**config.mk**
```make
export PLATFORM = sky130hd
export DESIGN_NAME = zipdbg_sequencer
export DESIGN_NICKNAME = d
export VERILOG_FILES = /design/src/rtl/zipdbg_sequencer.sv
export SDC_FILE = /design/constraint.sdc
export NUM_CORES = 1
export LEC_CHECK = 0
export ABC_CLOCK_PERIOD_IN_PS = 16350
export CORE_AREA = 2 2 87 173
export DETAILED_ROUTE_END_ITERATION = 12
export DIE_AREA = 0 0 89 175
export PLACE_DENSITY_LB_ADDON = 0.1
export SYNTH_ARGS = -nofsm -noshare
export SYNTH_HDL_FRONTEND = slang
export SYNTH_SLANG_ARGS = --single-unit
```
**constraint.sdc**
```tcl
create_clock -name i_clk -period 16.35 [get_ports i_clk]
set_clock_uncertainty 0.15 [all_clocks]
set_input_delay 1.635 -clock i_clk [delete_from_list [all_inputs] [get_ports i_clk]]
set_output_delay 1.635 -clock i_clk [all_outputs]
set_load 0.05 [all_outputs]
```
**src/rtl/zipdbg_sequencer.sv**
```systemverilog
// Host-side master for the ZipCPU debug slave port: expands one register-level
// request into the halt / poll / data-access bus sequence and reports the result.
module zipdbg_sequencer #(
  parameter int unsigned POLL_LIMIT  = 16,
  parameter int unsigned ACK_TIMEOUT = 1023
) (
  input  logic        i_clk,
  input  logic        i_rst,
  // Host request / response
  input  logic        i_req_stb,
  input  logic [1:0]  i_req_op,
  input  logic [4:0]  i_req_reg,
  input  logic [31:0] i_req_data,
  output logic        o_req_busy,
  output logic        o_rsp_stb,
  output logic [31:0] o_rsp_data,
  output logic        o_rsp_err,
  // CPU debug bus
  output logic        o_dbg_cyc,
  output logic        o_dbg_stb,
  output logic        o_dbg_we,
  output logic        o_dbg_addr,
  output logic [31:0] o_dbg_data,
  input  logic        i_dbg_ack,
  input  logic        i_dbg_stall,
  input  logic [31:0] i_dbg_data
);

  typedef enum logic [2:0] {
    S_IDLE,
    S_CTL_WR,
    S_POLL,
    S_POLL_CHK,
    S_DATA,
    S_RAW_WR,
    S_STAT_RD,
    S_RESP
  } state_t;

  localparam logic [1:0]  OP_REG_RD  = 2'b00;
  localparam logic [1:0]  OP_REG_WR  = 2'b01;
  localparam logic [1:0]  OP_RAW_WR  = 2'b10;
  localparam logic [1:0]  OP_STAT_RD = 2'b11;
  localparam logic [31:0] CTL_HALT   = 32'h0000_0400;
  localparam int          READY_BIT  = 9;
  localparam logic [7:0]  POLL_LAST  = 8'(POLL_LIMIT - 1);
  localparam logic [11:0] ACK_LAST   = 12'(ACK_TIMEOUT - 1);

  state_t      r_state;
  logic        r_active;
  logic [1:0]  r_op;
  logic [4:0]  r_reg;
  logic [31:0] r_wdata;
  logic [31:0] r_rdata;
  logic        r_err;
  logic [7:0]  r_poll_cnt;
  logic [11:0] r_ack_cnt;

  logic        w_is_access;
  logic        w_acc_we;
  logic        w_acc_addr;
  logic [31:0] w_acc_data;
  state_t      w_after_ack;

  // Per-state bus access attributes, shared by one common access engine below.
  // NOTE: every always_comb output gets a default first so no path infers a latch.
  always_comb begin
    w_is_access = 1'b1;
    w_acc_we    = 1'b0;
    w_acc_addr  = 1'b0;
    w_acc_data  = '0;
    w_after_ack = S_RESP;
    case (r_state)
      S_CTL_WR: begin
        w_acc_we    = 1'b1;
        w_acc_data  = CTL_HALT | {27'h0, r_reg};
        w_after_ack = S_POLL;
      end
      S_POLL:    w_after_ack = S_POLL_CHK;
      S_DATA: begin
        w_acc_we   = (r_op == OP_REG_WR);
        w_acc_addr = 1'b1;
        w_acc_data = r_wdata;
      end
      S_RAW_WR: begin
        w_acc_we   = 1'b1;
        w_acc_data = r_wdata;
      end
      S_STAT_RD: w_acc_we = 1'b0;
      default:   w_is_access = 1'b0;
    endcase
  end

  // NOTE: reset is asynchronous so a mid-sequence abort drops cyc/stb at once.
  always_ff @(posedge i_clk or posedge i_rst) begin
    if (i_rst) begin
      r_state    <= S_IDLE;
      r_active   <= 1'b0;
      r_op       <= '0;
      r_reg      <= '0;
      r_wdata    <= '0;
      r_rdata    <= '0;
      r_err      <= 1'b0;
      r_poll_cnt <= '0;
      r_ack_cnt  <= '0;
      o_req_busy <= 1'b0;
      o_rsp_stb  <= 1'b0;
      o_rsp_data <= '0;
      o_rsp_err  <= 1'b0;
      o_dbg_cyc  <= 1'b0;
      o_dbg_stb  <= 1'b0;
      o_dbg_we   <= 1'b0;
      o_dbg_addr <= 1'b0;
      o_dbg_data <= '0;
    end else if (w_is_access) begin
      // The first cycle of each access state keeps cyc low, giving the idle gap.
      if (!r_active) begin
        r_active   <= 1'b1;
        r_ack_cnt  <= '0;
        o_dbg_cyc  <= 1'b1;
        o_dbg_stb  <= 1'b1;
        o_dbg_we   <= w_acc_we;
        o_dbg_addr <= w_acc_addr;
        o_dbg_data <= w_acc_data;
      end else begin
        if (o_dbg_stb && !i_dbg_stall) begin
          o_dbg_stb <= 1'b0;
        end
        if (i_dbg_ack) begin
          o_dbg_cyc <= 1'b0;
          o_dbg_stb <= 1'b0;
          r_active  <= 1'b0;
          r_state   <= w_after_ack;
          if (!o_dbg_we) begin
            r_rdata <= i_dbg_data;
          end
        end else if (r_ack_cnt == ACK_LAST) begin
          o_dbg_cyc <= 1'b0;
          o_dbg_stb <= 1'b0;
          r_active  <= 1'b0;
          r_err     <= 1'b1;
          r_state   <= S_RESP;
        end else begin
          r_ack_cnt <= r_ack_cnt + 12'd1;
        end
      end
    end else begin
      case (r_state)
        S_IDLE: begin
          // busy is still high during the o_rsp_stb cycle, so requests there are ignored
          o_rsp_stb  <= 1'b0;
          o_req_busy <= 1'b0;
          if (i_req_stb && !o_req_busy) begin
            o_req_busy <= 1'b1;
            r_op       <= i_req_op;
            r_reg      <= i_req_reg;
            r_wdata    <= i_req_data;
            r_rdata    <= '0;
            r_err      <= 1'b0;
            r_poll_cnt <= '0;
            r_active   <= 1'b0;
            case (i_req_op)
              OP_REG_RD, OP_REG_WR: r_state <= S_CTL_WR;
              OP_RAW_WR:            r_state <= S_RAW_WR;
              default:              r_state <= S_STAT_RD;
            endcase
          end
        end
        S_POLL_CHK: begin
          if (r_rdata[READY_BIT]) begin
            r_state <= S_DATA;
          end else if (r_poll_cnt == POLL_LAST) begin
            r_err   <= 1'b1;
            r_state <= S_RESP;
          end else begin
            r_poll_cnt <= r_poll_cnt + 8'd1;
            r_state    <= S_POLL;
          end
        end
        S_RESP: begin
          o_rsp_stb <= 1'b1;
          o_rsp_err <= r_err;
          if (r_err || r_op == OP_REG_WR || r_op == OP_RAW_WR) begin
            o_rsp_data <= '0;
          end else begin
            o_rsp_data <= r_rdata;
          end
          r_state <= S_IDLE;
        end
        default: r_state <= S_IDLE;
      endcase
    end
  end

  // OP_STAT_RD only selects the default branch of the request decode.
  logic w_unused_op;
  assign w_unused_op = (OP_STAT_RD == 2'b11);

endmodule

```
==> results of run 1 <==
[final timing paths]
check                                              to  cells after the start
max                         r_poll_cnt[7]$_DFFE_PP0P_                      6
min                            r_wdata[8]$_DFFE_PP0P_                      2
max reg2reg                    r_state[2]$_DFFE_PP0P_                      5
min reg2reg                    r_wdata[8]$_DFFE_PP0P_                      2
max in group asynchronous    r_ack_cnt[9]$_DFFE_PP0P_                      3
min in group asynchronous  o_dbg_data[24]$_DFFE_PP0P_                      2
[synth_stat cells, drive strengths merged (3+ instances only)]
cell type | n | area (um2)
xor2 | 4 | 35.03
and3 | 3 | 18.77
mux2i | 33 | 330.3
a2111oi | 7 | 67.56
inv | 40 | 150.1
clkbuf | 38 | 152.6
or4 | 3 | 26.27
buf | 5 | 27.53
xnor2 | 13 | 113.9
a22o | 32 | 280.3
a21oi | 7 | 35.03
dfrtp | 167 | 4179
nor2 | 37 | 138.9
o21ai | 12 | 60.06
o31ai | 3 | 22.52
nand3 | 39 | 195.2
ha | 3 | 37.54
a221oi | 5 | 43.79
nand2 | 223 | 837.1
a211oi | 4 | 30.03
[placed cells by master (no fill, tap or decap), types with 2 or more instances in the layout]
cell | synthesis | routed
nand2_1 | 223 | 223
dfrtp_1 | 167 | 167
clkdlybuf4s50_1 | 0 | 146
inv_1 | 40 | 39
nand3_1 | 39 | 39
nor2_1 | 37 | 34
mux2i_1 | 33 | 33
a22o_1 | 32 | 32
clkbuf_16 | 0 | 17
xnor2_1 | 13 | 13
o21ai_0 | 12 | 12
buf_4 | 1 | 10
a21oi_1 | 7 | 7
a2111oi_0 | 6 | 6
a221oi_1 | 5 | 5
inv_6 | 0 | 5
xor2_1 | 4 | 4
a211oi_1 | 4 | 4
and3_1 | 3 | 3
o31ai_1 | 3 | 3
ha_1 | 3 | 3
inv_8 | 0 | 3
or3_1 | 2 | 2
nand2b_1 | 2 | 2
nand4_1 | 2 | 2
or4_1 | 2 | 2
nor2_2 | 0 | 2
o22ai_1 | 2 | 2
clkinv_4 | 0 | 2
bufinv_16 | 0 | 2
clkinvlp_4 | 0 | 2
[through the flow]
step                      setup slack (ps)  hold WS [ps]  utilization, %
after floorplan                      10050         295.3               -
after global placement               12400         303.8           60.77
after detailed placement             12330         311.6           60.77
after CTS                            12780         328.6           65.01
after global routing                 12530         348.6           65.01
final                                12810         325.2           65.01
[kinds of logic after synthesis]
| group | after synthesis |
|---|---|
| adder cells (fa/ha/maj) | 3 |
| flip-flops | 167 |
| AND/OR/NAND/NOR | 324 |
| multiplexers | 34 |
| AO/OA/AOI/OAI | 83 |
| buffers and inverters | 83 |
| XOR/XNOR | 17 |
[layout make-up]
class | count | share of cell area [%]
Clock buffer | 19 | 4.773
Clock inverter | 13 | 1.739
Inverter | 40 | 1.672
Multi-Input combinational cell | 461 | 27.63
Sequential cell | 167 | 45.04
Tap cell | 192 | 2.589
Timing Repair Buffer | 156 | 16.56
[where the power goes]
group          switching, mW  internal [mW]
clock                  0.175          0.235
combinational          0.626          0.334
sequential             0.131          0.596
total                  0.932           1.17
[tightest hold or removal path: stages (launching register included)]
cell     delay, ps
dfrtp_1        340
nand2_1         50
nand2_1         50
[per-layer routing]
layer / part of all wire (%) / vias to the layer above / global-route usage [%] / wire [um]
met5: 0 / - / 0 / 0
met4: 1.7 / 0 / 8.333 / 289
met3: 5.2 / 21 / 5.999 / 866
met2: 54 / 165 / 39.37 / 8891
met1: 39 / 2704 / 27.20 / 6547
li1: - / 2613 / - / -
==> impl_results.md, run 1 <==
- Status: completed
- Initial DRT Pass Iterations: 6
- DRC Markers: 0
- Peak Freq: about 280 MHz
- Clock net sink count: between 150 and 200
- Max clock buf depth: 2
- Root Buffer: clkbuf_16
- Register area share after synthesis: 59.40%
- Worst r2r src: r_state[1]$_DFFE_PP0P_
- Fin. Hold Viols: 0
- Syn avg cell area: ~9.9 um2
- Compound-gate portion of the synthesized area: a little under a tenth
- Simple-gate portion of the synthesized area: roughly a fifth
- Setup Viol. Count Final: 0
- Clock latency on the worst-skew pair: between 400 and 500 ps
- CP peak stage delay: approximately 640 ps
- Clk slew on worst S/H paths: 70 ps
- Mux cell area share after synthesis: approximately 5%
- Req. time, crit path: 16,460 ps
- Area Growth Syn to Fin: 31.89%
- CTS Buf Count: 17
- Post_cts resized: 0
- DP HPWL: 11,170 um
- Routed WL: roughly 17,000 um
- Congestion Overflow GR: 0
- Die X: 89 um
- Fin cells: between 1k and 1.5k
- Critical Path Source Type: input port
- Number of fill cells: about 1.2k
- Crit-path cells: clkdlybuf4s50_1 -> or4b_1 -> a2111oi_0 -> nand3_1 -> xor2_1 -> nor2_1
- Sum Neg Setup Slack: 0 ps
- Hold Crit Class: flop to flop
- Share of layout cells above drive strength 1: under 10%
- Min cycle time layout: around 3500 ps
- CP delay by family, top: simple AND/OR/NAND/NOR gates
- Synthesized cell area: about 7000 um2
- Worst Tran Pin Value: between 1000 and 1500 ps
- Worst reg-to-reg setup slack: between 10,000 and 15,000 ps
- Post-route cell area: 9279 um2
- Syn Inst Count: about 710
- Starting Density: between 40 and 50%
- Worst Hold Launch: r_wdata[8]$_DFFE_PP0P_
- CP startpoint: i_req_stb
- Post-Syn Nets: 790
- Vias in the first global route: between 5k and 6k
- Initial antenna violation count: 0
- Pin count of the biggest net entering global routing: 85
- GP Congestion: approximately 0.9
- Cts hold-fix bufs: 0
- Yosys warning total: 0
- Async SR Flop Fraction: 100.0%
- Worst path arrival time: 3660 ps
- Max-Cap Viols: 0
- Lkg Pwr: between 4 and 5 nW
- # IOs: around 150
- Post-route ant nets: 0
- Dpl cells: slightly above 1k
- Starting DRT DRC Count: 291
- Tot Pwr: 2.098 mW
- CP endpoint kind: flop
- Crit-path slowest cell: a2111oi_0
- Max Slew Vio Count: 0
- Post-CTS Setup Inserts: 0
- Drt wl/cell: around 16 um
- Multi-input logic area: 2564 um2
- Register Area: between 4000 and 5000 um2
- Critical path class: input port to flop
- Buf+Inv Stages, Crit Path: 1
- Worst vdd ir: ~150 uV
- Largest fanout on the critical path: 3
- CTS tree: done
- Num rows: between 60 and 70
- Area post-placement: roughly 8700 um2
- Drt via density: 5.251
- Core footprint: 14,270 um2
- DIE AREA: ~16,000 um2
- Slew headroom: a little under a third
- Flops & latches, synth: around 170
- Antenna Cells: 0
- CTS H-Tree Depth: 4
- Via Count: 5,503
- Buffers added on ports: 146
- Number of synthesized flops with an enable pin: 0
- GRT Util Overall: a little under a quarter
- RSZ-0062 raised after global routing: no
- Adder-Cell Fraction of Synth Area: 0.5335%
- Synth unique cells: 51
- Fin crit share: approximately 22%
- Global-route wire length before repair: around 28,000 um
- PwrDens: 226.1 nW/um2
- Die span in y: approximately 180 um
- Main synth FF type: dfrtp_1
- Nets: between 900 and 1k
- Largest family of logic cells by synthesized area: simple AND/OR/NAND/NOR gates
- Xor and xnor area share after synthesis: between 2 and 2.5%
No activity file was read; power rests on OpenSTA's default activity.
==> run 2: changes to the inputs <==
- ABC_CLOCK_PERIOD_IN_PS: 16350 -> 3700
- clock period: 16.35 -> 3.7 ns (I/O delays scaled with it)
==> impl_results.md, run 2 (same netlist as run 1, synthesis figures left out) <==
- CTS H-Tree Depth: 4
- Share of layout cells above drive strength 1: under 10%
- CTS Buf Count: 17
- Crit path top cell by count: a21oi_1
- GRT Util Overall: between 20% and 30%
- GP Congestion: just under 0.9
- Worst path arrival time: 2710 ps
- Clock latency on the worst-skew pair: between 400 and 500 ps
- Commonest non-fill, non-tap cell in the layout: nand2_1
- Fin cells: 1,049
- CP endpoint kind: flop
- Worst Tran Pin Value: 890.1 ps
- Lkg Pwr: roughly 4.6 nW
- Drt wl/cell: 15.41 um
- Fin. Hold Viols: 0
- Starting Density: 49.29%
- Antenna Cells: 0
- Routed WL: ~16,000 um
- Req. time, crit path: slightly below 4000 ps
- Largest fanout on the critical path: 15
- Dpl cells: about 1.0k
- Core footprint: 14,270 um2
- Die X: 89 um
- Clock net sink count: between 150 and 200
- Peak Freq: between 300 and 400 MHz
- PwrDens: between 900 and 1000 nW/um2
- Sum Neg Setup Slack: 0 ps
- CP delay by family, top: compound AO/OA/AOI/OAI gates
- DIE AREA: between 15,000 and 20,000 um2
- Setup Viol. Count Final: 0
- Initial DRT Pass Iterations: 4
- DP HPWL: approximately 11,000 um
- Num rows: 62
- Register share of total power: 35.0%
- Crit-path slowest cell: dfrtp_1
- Tot Pwr: between 9 and 10 mW
- Critical Path Source Type: flop
- Pin count of the biggest net entering global routing: between 150 and 200
- CP peak stage delay: between 600 and 700 ps
- Net Sw Power: just over 4 mW
- DRC Markers: 0
- Fin crit share: 69.13%
- RSZ-0062 raised after global routing: no
- Post_cts resized: 0
- Slew headroom: between 40% and 50%
- Clk slew on worst S/H paths: about 70 ps
- Register Area: about 4200 um2
- Buf+Inv Stages, Crit Path: 0
- Vias in the first global route: 5,716
- Commonest cells after routing, fill and taps aside: nand2_1, dfrtp_1, clkdlybuf4s50_1
- Drt via density: approximately 5.2
- Min cycle time layout: 2558 ps
- Initial antenna violation count: 0
- Clk pwr share: a little under a fifth
- Die span in y: 175 um
- Global-route wire length before repair: 26,980 um
- Critical path class: flop to flop
- Congestion Overflow GR: 0
- Status: completed
- Max clock buf depth: 2
- Post-layout util: between 60% and 70%
- Internal power: approximately 5.0 mW
- Post-CTS Setup Inserts: 0
- Multi-input logic area: approximately 2600 um2
- Worst vdd ir: slightly below 500 uV
- Cts hold-fix bufs: 0
- Buffers added on ports: between 100 and 150
- Sw Share: 44.95%
- # IOs: between 100 and 150
- Area Growth Syn to Fin: 31.83%
- Root Buffer: clkbuf_16
- Max-Cap Viols: 0
- Starting DRT DRC Count: 262
- Post-route ant nets: 0
- Logic pwr share: 46.5%
- Hold Crit Class: input port to flop
- CTS tree: done
- Crit-path cells: or3_1 -> nand2_1 -> a21oi_1 -> a21oi_1 -> o2bb2a_1
- Nets: approximately 900
- Via Count: 5,474
- Max Slew Vio Count: 0
- Number of fill cells: 1,197
run 2: changes by cell type in the layout (fill, tap and decap cells not counted), sizes merged:
| cell | previous run | this run |
|---|---|---|
| bufinv | 2 | 0 |
| buf | 10 | 11 |
| clkinvlp | 2 | 3 |
| inv | 47 | 48 |
run 2: metal layers:
metal | part of all wire (%) | vias to the layer above | global-route usage (%)
met5 | 0 | - | 0
met3 | 5.2 | 23 | 4.818
met2 | 53 | 156 | 38.12
met4 | 2.1 | 0 | 7.960
li1 | - | 2618 | -
met1 | 40 | 2677 | 26.16
run 2: cell type report:
class	count	area share [%]
sequential	167	45.06
multi-input combinational	461	27.64
timing repair buffer	157	16.92
clock buffer	19	4.775
tap	192	2.590
inverter	40	1.659
clock inverter	13	1.362
run 2: path summary, 6_finish.rpt:
path / from / end / slack, ps / cells after the start
min in group asynchronous: i_rst / r_wdata[14]$_DFFE_PP0P_ / 380 / 3
max in group asynchronous: i_rst / r_ack_cnt[5]$_DFFE_PP0P_ / 2340 / 3
worst min-delay path: i_req_data[22] / r_wdata[22]$_DFFE_PP0P_ / 320 / 3
worst min register to register: o_dbg_data[5]$_DFFE_PP0P_ / o_dbg_data[5]$_DFFE_PP0P_ / 330 / 2
worst max-delay path: r_state[1]$_DFFE_PP0P_ / r_state[2]$_DFFE_PP0P_ / 1140 / 5
worst max register to register: r_state[1]$_DFFE_PP0P_ / r_state[2]$_DFFE_PP0P_ / 1140 / 5
run 2: power groups by stage:
stage / Clock, mW / Combinational (mW) / Sequential [mW]
finish: 1.70 / 4.26 / 3.20
global route: 1.81 / 4.59 / 3.30
CTS: 1.74 / 4.30 / 3.20
detailed placement: 0 / 4.29 / 3.23
global placement: 0 / 4.21 / 3.19
floorplan: 0 / 1.67 / 4.38
run 2: per-stage QoR:
step	cell area, um2	setup WS [ps]	hold WS [ps]
3_3_place_gp	8706	1065	301.8
5_1_grt	9275	947.5	321.8
4_1_cts	9275	1169	315.7
2_1_floorplan	7039	1053	295.3
6_report	9275	1142	324.7
3_5_place_dp	8706	1032	310.7
run 2: worst reg2reg max path: stages, from the launching register on:
cell      delay [ps]
dfrtp_1          650
or3_1            340
nand2_1          330
a21oi_1          550
a21oi_1          100
o2bb2a_1         310
